**config.mk**
```make
export PLATFORM = sky130hd
export DESIGN_NAME = controlador_deslocamento_flat
export DESIGN_NICKNAME = d
export VERILOG_FILES = /design/src/rtl/controlador_deslocamento_pkg.sv /design/src/rtl/controlador_deslocamento_if.sv /design/src/rtl/controlador_deslocamento.sv /design/src/flat_wrapper.sv
export SDC_FILE = /design/constraint.sdc
export NUM_CORES = 1
export LEC_CHECK = 0
export ABC_AREA = 1
export BUFFER_PORTS_ARGS = -buffer_cell sky130_fd_sc_hd__buf_4
export CAP_MARGIN = 20
export CORE_AREA = 2 2 39 41
export DETAILED_ROUTE_END_ITERATION = 16
export DIE_AREA = 0 0 41 43
export SYNTH_ARGS = -nofsm -noshare
export SYNTH_HDL_FRONTEND = slang
export SYNTH_SLANG_ARGS = --single-unit
```
**constraint.sdc**
```tcl
create_clock -name clock -period 1.25 [get_ports clock]
set_input_delay 0.1875 -clock clock [delete_from_list [all_inputs] [get_ports clock]]
set_output_delay 0.1875 -clock clock [all_outputs]
set_load 0.005 [all_outputs]
```
**src/rtl/controlador_deslocamento_pkg.sv**
```systemverilog
// Shared definitions for the shift-register sequencer: state encoding,
// default word width and counter width helper.
package controlador_deslocamento_pkg;

  localparam int unsigned LARGURA_PADRAO = 4;

  localparam logic [1:0] OCIOSO  = 2'd0;
  localparam logic [1:0] DESLOCA = 2'd1;
  localparam logic [1:0] CONCLUI = 2'd2;

  // Bits needed to count 0..WIDTH-1
  function automatic int unsigned largura_contagem(input int unsigned largura);
    return $clog2(largura);
  endfunction

endpackage

```
**src/rtl/controlador_deslocamento_if.sv**
```systemverilog
// Request/serial bus between a word producer and the shift-register sequencer.
interface controlador_deslocamento_if
  import controlador_deslocamento_pkg::*;
#(
  parameter int unsigned WIDTH = LARGURA_PADRAO
) ();

  localparam int unsigned CW = largura_contagem(WIDTH);

  logic             inicio;
  logic [WIDTH-1:0] dado;
  logic             cancela;
  logic             entrada_serial;
  logic             pronto;
  logic             ocupado;
  logic             palavra_valida;
  logic [CW-1:0]    contagem;

  modport master (
    output inicio, dado, cancela,
    input  entrada_serial, pronto, ocupado, palavra_valida, contagem
  );

  modport slave (
    input  inicio, dado, cancela,
    output entrada_serial, pronto, ocupado, palavra_valida, contagem
  );

endinterface

```
**src/rtl/controlador_deslocamento.sv**
```systemverilog
// Serialises an accepted parallel word LSB-first into a WIDTH-stage shift
// register and flags the cycle in which the register holds the whole word.
module controlador_deslocamento
  import controlador_deslocamento_pkg::*;
#(
  parameter int unsigned WIDTH        = LARGURA_PADRAO,
  parameter logic        VALOR_OCIOSO = 1'b0
) (
  input  logic                        clock,
  input  logic                        reset,
  controlador_deslocamento_if.slave   bus
);

  localparam int unsigned CW = largura_contagem(WIDTH);

  logic [1:0]       estado_q,   estado_d;
  logic [WIDTH-1:0] buffer_q,   buffer_d;
  logic [CW-1:0]    contagem_q, contagem_d;
  logic             pronto_c;
  logic             aceita_c;

  assign pronto_c = (estado_q == OCIOSO) || (estado_q == CONCLUI);
  // cancela blocks acceptance even when ready
  assign aceita_c = bus.inicio && pronto_c && !bus.cancela;

  always_comb begin
    estado_d   = estado_q;
    buffer_d   = buffer_q;
    contagem_d = contagem_q;
    case (estado_q)
      OCIOSO: begin
        if (aceita_c) begin
          buffer_d   = bus.dado;
          contagem_d = '0;
          estado_d   = DESLOCA;
        end
      end
      DESLOCA: begin
        if (bus.cancela) begin
          buffer_d   = '0;
          contagem_d = '0;
          estado_d   = OCIOSO;
        end else begin
          buffer_d = buffer_q >> 1;
          if (contagem_q == CW'(WIDTH - 1)) begin
            contagem_d = '0;
            estado_d   = CONCLUI;
          end else begin
            contagem_d = contagem_q + CW'(1);
          end
        end
      end
      CONCLUI: begin
        contagem_d = '0;
        if (aceita_c) begin
          buffer_d = bus.dado;
          estado_d = DESLOCA;
        end else begin
          estado_d = OCIOSO;
        end
      end
      default: begin
        buffer_d   = '0;
        contagem_d = '0;
        estado_d   = OCIOSO;
      end
    endcase
  end

  always_ff @(posedge clock or posedge reset) begin
    if (reset) begin
      estado_q   <= OCIOSO;
      buffer_q   <= '0;
      contagem_q <= '0;
    end else begin
      estado_q   <= estado_d;
      buffer_q   <= buffer_d;
      contagem_q <= contagem_d;
    end
  end

  // Outputs decoded from registered state so reset takes effect at once
  always_comb begin
    bus.entrada_serial = VALOR_OCIOSO;
    bus.pronto         = pronto_c;
    bus.ocupado        = 1'b0;
    bus.palavra_valida = 1'b0;
    bus.contagem       = contagem_q;
    if (estado_q == DESLOCA) begin
      bus.entrada_serial = buffer_q[0];
      bus.ocupado        = 1'b1;
    end
    if (estado_q == CONCLUI) begin
      bus.palavra_valida = 1'b1;
    end
  end

endmodule

```
**src/flat_wrapper.sv**
```systemverilog
// flat-port wrapper written by rule: the top's interface ports become plain ports
module controlador_deslocamento_flat import controlador_deslocamento_pkg::*;
#(
  parameter int unsigned WIDTH        = LARGURA_PADRAO,
  parameter logic        VALOR_OCIOSO = 1'b0
)
  (clock, reset, bus_inicio, bus_dado, bus_cancela, bus_entrada_serial, bus_pronto, bus_ocupado, bus_palavra_valida, bus_contagem);
  controlador_deslocamento_if #(.WIDTH(WIDTH)) bus_i ();
  input  logic clock;
  input  logic reset;
  input wire logic [$bits(bus_i.inicio)-1:0] bus_inicio;
  input wire logic [$bits(bus_i.dado)-1:0] bus_dado;
  input wire logic [$bits(bus_i.cancela)-1:0] bus_cancela;
  output wire logic [$bits(bus_i.entrada_serial)-1:0] bus_entrada_serial;
  output wire logic [$bits(bus_i.pronto)-1:0] bus_pronto;
  output wire logic [$bits(bus_i.ocupado)-1:0] bus_ocupado;
  output wire logic [$bits(bus_i.palavra_valida)-1:0] bus_palavra_valida;
  output wire logic [$bits(bus_i.contagem)-1:0] bus_contagem;
  assign bus_i.inicio = bus_inicio;
  assign bus_i.dado = bus_dado;
  assign bus_i.cancela = bus_cancela;
  assign bus_entrada_serial = bus_i.entrada_serial;
  assign bus_pronto = bus_i.pronto;
  assign bus_ocupado = bus_i.ocupado;
  assign bus_palavra_valida = bus_i.palavra_valida;
  assign bus_contagem = bus_i.contagem;
  controlador_deslocamento #(.WIDTH(WIDTH), .VALOR_OCIOSO(VALOR_OCIOSO)) u_core (.clock(clock), .reset(reset), .bus(bus_i));
endmodule
```
==> impl_metrics.csv <==
group,metric,value,unit
detailed_routing,wirelength,906,um
critical_path,critPathLaunchType,"flip-flop",
timing,tns,0,ps
critical_path,cp_num_buf_inv,2,
timing,grt_setup_unrepaired,"no",
timing,setup_viol,0,
clocking,root_buffer,"clkbuf_4",
yosys,netlist_top_cells_area,"dfrtp_1, nand2_1, inv_1",
timing,drv_slew,0,
timing,clock.fmax,849,MHz
power_and_ir_drop,power_frac_comb,27.1,%
power_and_ir_drop,power_density,1240,mW/mm^2
finish,area_growth_syn_to_layout,42.1,%
yosys,yosysSeqAreaShare,47.5,%
critical_path,crit_cells,3,
yosys,netlist_area,422,um^2
floorplan,dieHeight,43,um
timing,tightest_slew,313,ps
worst_hold_path,worst_hold_path.num_cells,3,
clocking,cts_sinks,8,
power_and_ir_drop,power.share.sequential,44.9,%
yosys,syn_inst,57,
detailed_routing,routed_via_density,4.48,
grt,overflow,0,
yosys,yosysMostFrequentCell,"nand2_1",
yosys,yosys.area.top_type,"dfrtp_1",
critical_path,path_cells,"buf_4 > nor2_4 > buf_4",
grt,grt_first_pass_wirelength,1410,um
detailed_routing,vias,417,
finish,antenna_cells,0,
yosys,synth-main-ff-cell,"dfrtp_1",
floorplan,dieArea,0.00176,mm^2
critical_path,critPathMaxStageDelay,400,ps
critical_path,rr_endpoint,"u_core.buffer_q[0]$_DFFE_PP0P_",
yosys,yosysUniqueCellTypes,14,
detailed_routing,antenna_left,0,
clocking,clk_pin_slew_worst_paths,60,ps
grt,antenna_found_initial,0,
floorplan,start_util,30.5,%
critical_path,crit_family,"flip-flops",
worst_hold_path,hold_path_end,"u_core.buffer_q[3]$_DFFE_PP0P_",
critical_path,cp_slowest_cell,"dfrtp_2",
critical_path,cp.arrival,990,ps
clocking,clock_latency,250,ps
detailed_routing,first_pass_iters,5,
yosys,synth_edf_count,0,
yosys,synth_commonest_cells,"nand2_1, dfrtp_1, inv_1",
power_and_ir_drop,switching_power,0.000230,W
run,drv_cap,0,
floorplan,io_pins,14,
clocking,tritoncts,"built",
critical_path,crit_required,1060,ps
placement,dp_hpwl,678,um
yosys,ys_warn_count,0,
timing,hold_viol,0,
critical_path,crit_type,"reg -> out",
power_and_ir_drop,clock_power_share,28.0,%
yosys,syn_area_per_cell,7.40,um^2
critical_path,endpoint_kind,"output pin",
status,status,"completed",
timing,finalCritPeriodShare,94.2,%
finish,finalNonFillerCells,93,
clocking,cts_buffers,3,
grt,grt_max_degree,9,
yosys,synthArstFlopShare,100,%
detailed_routing,wl_per_cell,9.74,um
detailed_routing,drtIter0Drc,6,
grt,grt_pass1_vias,328,
critical_path,crit_path_frequent_cell,"buf_4",
timing,relSlewSlack,79.1,%
placement,port_buffers,13,
placement,dp.cells,86,
placement,place.gp.congestion,0.792,
power_and_ir_drop,ir_drop,0.000582,V
yosys,synthesis.nets,66,
power_and_ir_drop,p_int,0.000511,W
finish,layout-drive-gt1-share,33.8,%
timing,timing.final.crit_period,1180,ps
power_and_ir_drop,p_leak,0.344,nW
floorplan,core-area,0.00138,mm^2
power_and_ir_drop,switching_share,31.0,%
detailed_routing,drc_errors,0,
critical_path,r2r_slack,200,ps
floorplan,rows,14,
critical_path,reg2regPathDepth,7,
grt,grt_usage,12.6,%
critical_path,r2r-start,"u_core.estado_q[0]$_DFFE_PP0P_",
finish,n_fill_cell,148,
yosys,synth_seq_cells,8,
clocking,clk_path_buf_depth,2,
critical_path,crit_fanout,2,
floorplan,die_w,41,um
worst_hold_path,hp-start,"bus_dado[3]",
worst_hold_path,hold_class,"in -> reg",
clocking,htree_levels,1,
timing,skew,0.797,ps
finish,fin_nets,88,
yosys,synth_top_area_share,47.5,%
area by class of cell:
cell class / count / area (um^2) / share of cell area (%)
inverter: 9 / 36.3 / 6.05
clock buffer: 3 / 22.5 / 3.76
timing repair buffer: 17 / 130 / 21.7
tap: 16 / 20.0 / 3.34
multi-input combinational: 40 / 188 / 31.3
sequential: 8 / 203 / 33.8
power by group through the flow:
stage | clock (W) | sequential [W] | combinational, W
6_report | 0.000207 | 0.000332 | 0.000201
5_1_grt | 0.000228 | 0.000338 | 0.000229
4_1_cts | 0.000209 | 0.000330 | 0.000202
3_5_place_dp | 0 | 0.000334 | 0.000191
3_3_place_gp | 0 | 0.000333 | 0.000190
2_1_floorplan | 0 | 0.000330 | 0.000113
per-layer routing:
metal	GRT usage, %	vias up	part of all wire, %
met2	16.6	10	48
met4	8.00	0	2.4
met1	15.6	192	48
li1	-	211	-
met3	6.28	4	2.1
met5	0	-	0
worst max path at each step:
stage / end / slack (ps) / start
5_1_grt: bus_entrada_serial / 20 / u_core.estado_q[0]$_DFFE_PP0P_
2_1_floorplan: u_core.bus.contagem[1]$_DFFE_PP0P_ / 330 / u_core.bus.contagem[0]$_DFFE_PP0P_
4_1_cts: bus_entrada_serial / 20 / u_core.estado_q[1]$_DFFE_PP0P_
6_report: bus_ocupado / 70 / u_core.estado_q[1]$_DFFE_PP0P_
3_3_place_gp: bus_ocupado / 260 / u_core.estado_q[0]$_DFFE_PP0P_
3_5_place_dp: bus_ocupado / 250 / u_core.estado_q[0]$_DFFE_PP0P_
state kept, by name, summed over array words and instances, names as in the netlist:
| name | count |
|---|---|
| u_core.bus.contagem | 2 |
| u_core.estado_q | 2 |
| u_core.buffer_q | 4 |
logic make-up after synthesis:
logic type,after synthesis,share of synthesized area (%)
AO/OA/AOI/OAI,2,2.67
adder cells (fa/ha/maj),1,2.97
buffers and inverters,9,8.01
flip-flops,8,47.5
AND/OR/NAND/NOR,37,38.9
tightest hold or removal path: cells and delay by family:
| family | cells | cell delay (ps) |
|---|---|---|
| AO/OA/AOI/OAI | 1 | 70 |
| buffers and inverters | 1 | 80 |
| AND/OR/NAND/NOR | 1 | 70 |
layout by cell type, fill, tap and decap left out:
cell and n:
nand2_2 1, clkbuf_4 3, ha_1 1, o22ai_1 1, o21ai_0 1, inv_4 1, nor2_4 1, and3_1 1
nand3_1 2, dfrtp_2 2, dfrtp_1 6, nand2_1 24, nor2_1 6, dlygate4sd3_1 1, nor2_2 1, nand2_4 1
inv_1 8, buf_4 16
stage by stage:
| stage | cell area [um^2] | utilization [%] | setup WS, ps | hold WS (ps) | total power (W) |
|---|---|---|---|---|---|
| 2_1_floorplan | 422 | - | 333 | 3.16 | 0.000443 |
| 3_3_place_gp | 539 | 39.0 | 258 | 162 | 0.000523 |
| 3_5_place_dp | 539 | 39.0 | 246 | 166 | 0.000525 |
| 4_1_cts | 579 | 41.9 | 25.0 | 192 | 0.000741 |
| 5_1_grt | 599 | 43.3 | 18.0 | 216 | 0.000796 |
| 6_report | 599 | 43.3 | 72.3 | 189 | 0.000740 |
what timing repair did:
| action | 4_1_cts | 5_1_grt |
|---|---|---|
| endpoints found under the setup margin | 1 | 2 |
| pin swaps | 1 | 0 |
| buffers inserted | 1 | 2 |
| resized for setup | 0 | 3 |
| hold buffers | 1 | 0 |
| hold endpoints to repair | 8 | 0 |
Power figures use the tool's default switching activity.
